<file path="src/rtl/mux_4a1_lanes.sv">
// mux_4a1_lanes: four-lane to one-byte serializer.
//
// Snapshots four lane bytes and their valid flags once every four clocks, on
// the edge where phase == 3, then replays the snapshot one lane per clock in
// fixed lane order 0,1,2,3. Invalid lanes still take their slot, so lanes are
// never compacted and lane_out always cycles 0..3.
//
// Optional feature macro: MUX_IDLE_SYM_EN
//   defined     - invalid slots drive data_out = IDLE_SYM
//   not defined - invalid slots drive data_out with the stored snapshot byte
//                 (0 after reset); consumers must qualify with valid_out.
// valid_out, lane_out, frame_start and valid_count do not depend on the macro.

module mux_4a1_lanes #(
  parameter int            BW       = 8,
  parameter logic [BW-1:0] IDLE_SYM = BW'(8'hBC)
) (
  input  logic          clk,
  input  logic          reset,
  input  logic [BW-1:0] data_in0,
  input  logic [BW-1:0] data_in1,
  input  logic [BW-1:0] data_in2,
  input  logic [BW-1:0] data_in3,
  input  logic          valid_in0,
  input  logic          valid_in1,
  input  logic          valid_in2,
  input  logic          valid_in3,
  output logic [BW-1:0] data_out,
  output logic          valid_out,
  output logic [1:0]    lane_out,
  output logic          frame_start,
  output logic [2:0]    valid_count
);

  localparam int         LANES       = 4;
  localparam logic [1:0] CAPTURE_PH  = 2'd3;
  localparam logic [1:0] FRAME_PH    = 2'd0;

  // Slot counter: selects the snapshot lane presented on the next edge.
  logic [1:0]    phase;

  // Snapshot of one 4-cycle window.
  logic [BW-1:0] snap_data [LANES];
  logic [3:0]    snap_valid;

  // Lane inputs gathered into indexable form.
  logic [BW-1:0] lane_data  [LANES];
  logic [3:0]    lane_valid;

  // Values selected for the current slot.
  logic [BW-1:0] slot_byte;
  logic          slot_valid;
  logic          capture;

  assign lane_data[0] = data_in0;
  assign lane_data[1] = data_in1;
  assign lane_data[2] = data_in2;
  assign lane_data[3] = data_in3;
  assign lane_valid   = {valid_in3, valid_in2, valid_in1, valid_in0};

  // The window boundary: last slot of the old snapshot goes out on this edge
  // while the new snapshot is loaded.
  assign capture = (phase == CAPTURE_PH);

  // Number of set bits in a 4-bit valid vector (0..4).
  function automatic logic [2:0] popcount4(input logic [3:0] v);
    logic [2:0] n;
    n = 3'd0;
    for (int i = 0; i < LANES; i++) begin
      n = n + 3'(v[i]);
    end
    return n;
  endfunction

  // Select the byte and qualifier for the slot addressed by phase.
  always_comb begin
    // NOTE: every always_comb output gets a default first so no path leaves
    // it unassigned, which would otherwise infer a latch.
    slot_byte  = snap_data[phase];
    slot_valid = snap_valid[phase];
`ifdef MUX_IDLE_SYM_EN
    if (!slot_valid) begin
      slot_byte = IDLE_SYM;
    end
`endif
  end

  // Phase counter, snapshot capture and registered outputs.
  always_ff @(posedge clk or posedge reset) begin
    if (reset) begin
      phase       <= 2'd0;
      // NOTE: the snapshot is a handful of flops, not a RAM, so it is cleared
      // on reset; a window in flight at reset must never be replayed.
      for (int i = 0; i < LANES; i++) begin
        snap_data[i] <= '0;
      end
      snap_valid  <= 4'd0;
      data_out    <= '0;
      valid_out   <= 1'b0;
      lane_out    <= 2'd0;
      frame_start <= 1'b0;
      valid_count <= 3'd0;
    end else begin
      // NOTE: non-blocking assignments make the output stage read the old
      // snapshot lane 3 on the capture edge while the new snapshot loads, so
      // nothing is lost or duplicated at the window boundary.
      phase       <= phase + 2'd1;
      data_out    <= slot_byte;
      valid_out   <= slot_valid;
      lane_out    <= phase;
      frame_start <= (phase == FRAME_PH);
      if (capture) begin
        for (int i = 0; i < LANES; i++) begin
          snap_data[i] <= lane_data[i];
        end
        snap_valid  <= lane_valid;
        valid_count <= popcount4(lane_valid);
      end
    end
  end

endmodule
</file>
<file path="config.mk">
export PLATFORM = sky130hd
export DESIGN_NAME = mux_4a1_lanes
export DESIGN_NICKNAME = d
export VERILOG_FILES = /design/src/rtl/mux_4a1_lanes.sv
export SDC_FILE = /design/constraint.sdc
export NUM_CORES = 1
export LEC_CHECK = 0
export ABC_AREA = 1
export CAP_MARGIN = 10
export CORE_UTILIZATION = 53
export CTS_CLUSTER_DIAMETER = 30
export DETAILED_ROUTE_END_ITERATION = 8
export GPL_ROUTABILITY_DRIVEN = 0
export HOLD_SLACK_MARGIN = 0.12
export PLACE_DENSITY_LB_ADDON = 0.12
export SKIP_LAST_GASP = 1
export SLEW_MARGIN = 20
export SYNTH_ARGS = -nofsm -noshare
export SYNTH_HDL_FRONTEND = slang
export SYNTH_SLANG_ARGS = --single-unit
</file>
<file path="constraint.sdc">
create_clock -name clk -period 3.71 [get_ports clk]
set_clock_uncertainty 0.15 [all_clocks]
set_input_delay 1.113 -clock clk [delete_from_list [all_inputs] [get_ports clk]]
set_output_delay 1.113 -clock clk [all_outputs]
set_load 0.005 [all_outputs]
</file>
==> results of run 1 <==
[per-layer routing]
layer | part of all wire (%) | GRT usage (%)
met5 | 0 | 0
met4 | 1.4 | 7.81
met3 | 5.0 | 4.00
met2 | 48 | 33.5
met1 | 46 | 27.6
[registers in the layout (all words and copies together), names as in the netlist]
name,cells
snap_data,32
lane_out,2
valid_count,3
valid_out,1
phase,2
data_out,8
snap_valid,4
frame_start,1
[cell usage after synthesis, types with 2 or more instances]
cell type   n  area (um2)
nand2_1    77         289
dfrtp_1    53        1330
inv_1      45         169
o21ai_0    36         180
nand3_1    18        90.1
nand2_2     7        43.8
buf_6       5        56.3
ha_1        4        50.1
buf_2       3        15.0
o21ai_1     3        15.0
clkbuf_2    2        10.0
[path summary, 6_finish.rpt]
kind | startpoint | end | slack, ns | depth (start not counted)
min reg2reg | snap_valid[3] | snap_valid[3] | 0.36 | 2
max in group asynchronous | reset | snap_data[16] | 1.94 | 3
max | valid_in0 | valid_count[1] | 0.94 | 8
min in group asynchronous | reset | lane_out[1] | 0.90 | 2
min | snap_valid[3] | snap_valid[3] | 0.36 | 2
max reg2reg | phase[1] | snap_valid[3] | 1.44 | 4
[power by group]
part / internal, mW / switching [mW]
Sequential: 0.607 / 0.00969
Combinational: 0.0665 / 0.0474
Clock: 0.220 / 0.179
[area by class of cell]
cell class,instances,area (um2),area share [%]
clock buffers,7,86.3,2.95
repair buffers,56,551,18.8
flip-flops and latches,53,1330,45.3
clock inverters,1,30.0,1.03
inverters,47,181,6.20
well taps,50,62.6,2.14
multi-input cells,146,691,23.6
[kinds of logic (layout without fill, tap and decap cells)]
logic type	after synthesis	after routing	share of synthesized area [%]
flops	53	53	57.6
compound gates	39	39	8.47
buf+inv	60	111	12.5
simple gates	102	102	18.4
fa+ha+maj	5	5	3.04
[critical path, delay by kind of cell]
kind                     cells  cell delay, ns
adder cells (fa/ha/maj)      3            0.96
buffers and inverters        3            0.58
AO/OA/AOI/OAI                1            0.08
AND/OR/NAND/NOR              1            0.06
[per-stage QoR]
stage	setup slack, ns	instance area [um2]
2_1_floorplan	1.16	2300
3_3_place_gp	0.670	2810
3_5_place_dp	0.601	2810
4_1_cts	0.934	2930
5_1_grt	0.866	2930
6_report	0.935	2930
==> flow_metrics.env, run 1 <==
export IMPL_cpPeakStageDelay_ns=0.53
export IMPL_cp_slowest_cell="fa_1"
export IMPL_worstSetupPathType="input pin to flip-flop"
export IMPL_port_buffers=52
export IMPL_post_cts_buffers=0
export IMPL_finish_utilization_pct=71.6
export IMPL_timing_slew_headroom_pct=54.2
export IMPL_final_nets=352
export IMPL_worstMarginPinSlew_ns=0.686
export IMPL_area_growth_pct=27.1
export IMPL_ys_seq_elements=53
export IMPL_drt_iter0_markers=128
export IMPL_floorplan_initialDensity_pct=56.4
export IMPL_place_detailed_hpwl_um=2980
export IMPL_hold_buffers=0
export IMPL_fp_dieArea_um2=4610
export IMPL_antenna_found_initial=0
export IMPL_grt_pass1_wl_um=6970
export IMPL_drv_cap=0
export IMPL_insertion_delay_ns=0.30
export IMPL_dieWidth_um=67.9
export IMPL_finalCritPeriodShare_pct=74.8
export IMPL_rsz0062_at_grt="false"
export IMPL_core_area_um2=4090
export IMPL_clk_pin_slew_ns=0.08
export IMPL_grt_ovfl_total=0
export IMPL_powerDensity_nw_per_um2=386
export IMPL_clock_tree_root_cell="clkbuf_8"
export IMPL_io_pins=53
export IMPL_cts_buffer_depth=2
export IMPL_grt_pass1_vias=1557
export IMPL_postRouteAntennaNets=0
export IMPL_final_cells=360
export IMPL_layout_common_cells="nand2_1, dfrtp_1, clkdlybuf4s50_1, inv_1, o21ai_0"
export IMPL_drtPass1Iterations=4
export IMPL_worstPathArrival_ns=2.80
export IMPL_final_common_cell="nand2_1"
export IMPL_status="completed"
export IMPL_cts_sinks=53
export IMPL_n_antenna_cell=0
export IMPL_setup_viol_count_final=0
export IMPL_post_cts_resized=0
export IMPL_synthesis_nets=302
export IMPL_placementRows=23
export IMPL_leakagePower_nw=1.40
export IMPL_fill_cells=316
export IMPL_worst_setup_path_start_kind="input pin"
export IMPL_viasPerCell=4.76
export IMPL_synthFlopType="dfrtp_1"
export IMPL_cts_tree="built"
export IMPL_synthArstFlopShare_pct=100
export IMPL_endpoint_kind="flip-flop"
export IMPL_ys_warnings_count=0
export IMPL_yosysUniqueCellTypes=17
export IMPL_drt_wl_total_um=4320
export IMPL_grtUsageTotal_pct=20.8
export IMPL_syn_area_um2=2300
export IMPL_post_route_drc_count=0
export IMPL_placed_cells=352
export IMPL_finalHoldViolCount=0
export IMPL_layout_drive_gt1_share_pct=7.10
export IMPL_synth_area_per_cell_um2=8.89
export IMPL_seq_area_frac_synth_pct=57.6
export IMPL_numCtsBuffers=5
export IMPL_hp_class="flip-flop to flip-flop"
export IMPL_irDropWorstVdd_uv=325
export IMPL_num_vias=1714
export IMPL_crit_fanout=2
export IMPL_period_minus_slack_ns=2.77
export IMPL_htreeDepth=2
export IMPL_avgRoutedWirePerCell_um=12.0
export IMPL_clock_fmax_mhz=360
export IMPL_crit_required_ns=3.73
export IMPL_fin_hold_ws_ns=0.360
export IMPL_power_mw=1.13
export IMPL_crit_chain="clkdlybuf4s50_1 > inv_1 > fa_1 > inv_1 > ha_1 > ha_1 > nand2_1 > o21ai_0"
export IMPL_finalMaxSlewViolations=0
export IMPL_finalSetupTns_ns=0
export IMPL_grt_max_degree=46
export IMPL_die_h_um=67.9
export IMPL_synth_edf_count=0
export IMPL_syn_instance_count=259
Power figures use the tool's default switching activity.
==> run 2, diff against run 1 <==
- CORE_UTILIZATION: 53 -> 49
- clock period: 3.71 -> 2.7 ns (I/O delays scaled with it)
==> flow_metrics.env, run 2 (synthesis gave the netlist of run 1 again) <==
export IMPL_status="complete, but fails checks"
export IMPL_violations="design-rule violations"
export IMPL_rsz0062_at_grt="false"
export IMPL_clk_pin_slew_ns=0.09
export IMPL_crit_required_ns=2.70
export IMPL_worst_slack_ns=0.217
export IMPL_layout_drive_gt1_share_pct=7.10
export IMPL_hold_buffers=0
export IMPL_crit_fanout=2
export IMPL_largest_reg_flops=32
export IMPL_final_nets=353
export IMPL_final_common_cell="nand2_1"
export IMPL_die_h_um=70.6
export IMPL_regMostFlops="snap_data"
export IMPL_worstMarginPinSlew_ns=0.606
export IMPL_drtPass1Iterations=6
export IMPL_timing_slew_headroom_pct=59.6
export IMPL_cts_tree="built"
export IMPL_avgRoutedWirePerCell_um=12.2
export IMPL_irDropWorstVdd_uv=284
export IMPL_drt_iter0_markers=103
export IMPL_worstSetupPathType="input pin to flip-flop"
export IMPL_core_area_um2=4440
export IMPL_drt_wl_total_um=4410
export IMPL_floorplan_initialDensity_pct=51.8
export IMPL_num_vias=1722
export IMPL_endpoint_kind="flip-flop"
export IMPL_grtUsageTotal_pct=20.0
export IMPL_crit_chain="clkdlybuf4s50_1 > inv_1 > fa_1 > inv_1 > ha_1 > ha_1 > nand2_1 > o21ai_0"
export IMPL_area_growth_pct=26.8
export IMPL_setup_viol_count_final=0
export IMPL_postRouteAntennaNets=0
export IMPL_fp_dieArea_um2=4980
export IMPL_finalMaxSlewViolations=0
export IMPL_n_antenna_cell=0
export IMPL_drv_cap=0
export IMPL_clock_fmax_mhz=403
export IMPL_cpPeakStageDelay_ns=0.52
export IMPL_viasPerCell=4.76
export IMPL_worstPathArrival_ns=2.49
export IMPL_top_regs="snap_data: 32 flops, data_out: 8 flops, snap_valid: 4 flops"
export IMPL_grt_pass1_wl_um=7840
export IMPL_leakagePower_nw=1.40
export IMPL_htreeDepth=2
export IMPL_post_route_drc_count=6
export IMPL_dieWidth_um=70.6
export IMPL_period_minus_slack_ns=2.48
export IMPL_io_pins=53
export IMPL_layout_common_cells="nand2_1, dfrtp_1, clkdlybuf4s50_1, inv_1, o21ai_0"
export IMPL_cts_sinks=53
export IMPL_worst_setup_path_start_kind="input pin"
export IMPL_pre_cts_ws_ns=-0.0958
export IMPL_cts_buffer_depth=2
export IMPL_numCtsBuffers=5
export IMPL_finalCritPeriodShare_pct=92.0
export IMPL_clock_tree_root_cell="clkbuf_8"
export IMPL_post_cts_buffers=0
export IMPL_powerDensity_nw_per_um2=494
export IMPL_grt_pass1_vias=1772
export IMPL_finalSetupTns_ns=0
export IMPL_post_cts_resized=0
export IMPL_placementRows=24
export IMPL_grt_ovfl_total=0
export IMPL_cp_slowest_cell="fa_1"
export IMPL_hp_class="flip-flop to flip-flop"
export IMPL_insertion_delay_ns=0.29
export IMPL_finalHoldViolCount=0
export IMPL_place_detailed_hpwl_um=2950
export IMPL_grt_max_degree=54
export IMPL_antenna_found_initial=0
export IMPL_port_buffers=52
[run 2: layer usage]
layer,GRT usage [%],up-vias,part of all wire (%)
met3,4.84,4,3.8
met1,24.2,799,45
met5,0,-,0
li1,-,883,-
met2,35.9,36,49
met4,5.78,0,1.4
[run 2: metrics by stage]
step	total power [mW]	instance area (um2)	hold WS [ns]	util, %	cells
4_1_cts	1.46	2920	0.378	65.7	362
3_3_place_gp	1.02	2830	0.339	63.8	355
5_1_grt	1.52	2920	0.399	65.7	362
6_report	1.44	2920	0.374	65.7	362
3_5_place_dp	1.02	2830	0.363	63.8	355
2_1_floorplan	0.919	2300	0.223	-	259
[run 2: layout make-up]
class                           count  area (um2)
Multi-Input combinational cell    146         691
Inverter                           47         181
Timing Repair Buffer               57         571
Fill cell                         390        1520
Sequential cell                    53        1330
Clock buffer                        7        86.3
Tap cell                           52        65.1
[run 2: worst paths after layout]
kind	startpoint	endpoint	slack, ns	cells after the start
worst max register to register	phase[0]	snap_data[25]	1.03	3
worst max-delay path	valid_in0	valid_count[1]	0.22	8
min in group asynchronous	reset	snap_data[22]	0.72	3
worst min register to register	snap_data[17]	snap_data[17]	0.37	2
worst min-delay path	snap_data[17]	snap_data[17]	0.37	2
max in group asynchronous	reset	snap_data[23]	1.45	3
[run 2: worst max-delay path, delay by kind of cell]
kind	cells	cell delay (ns)
AO/OA/AOI/OAI	1	0.08
AND/OR/NAND/NOR	1	0.07
buffers and inverters	3	0.57
adder cells (fa/ha/maj)	3	0.96
[run 2: report_power, final]
part           switching (mW)  internal, mW  total (mW)
sequential             0.0133         0.833       0.847
combinational          0.0654        0.0928       0.158
clock                   0.233         0.204       0.437
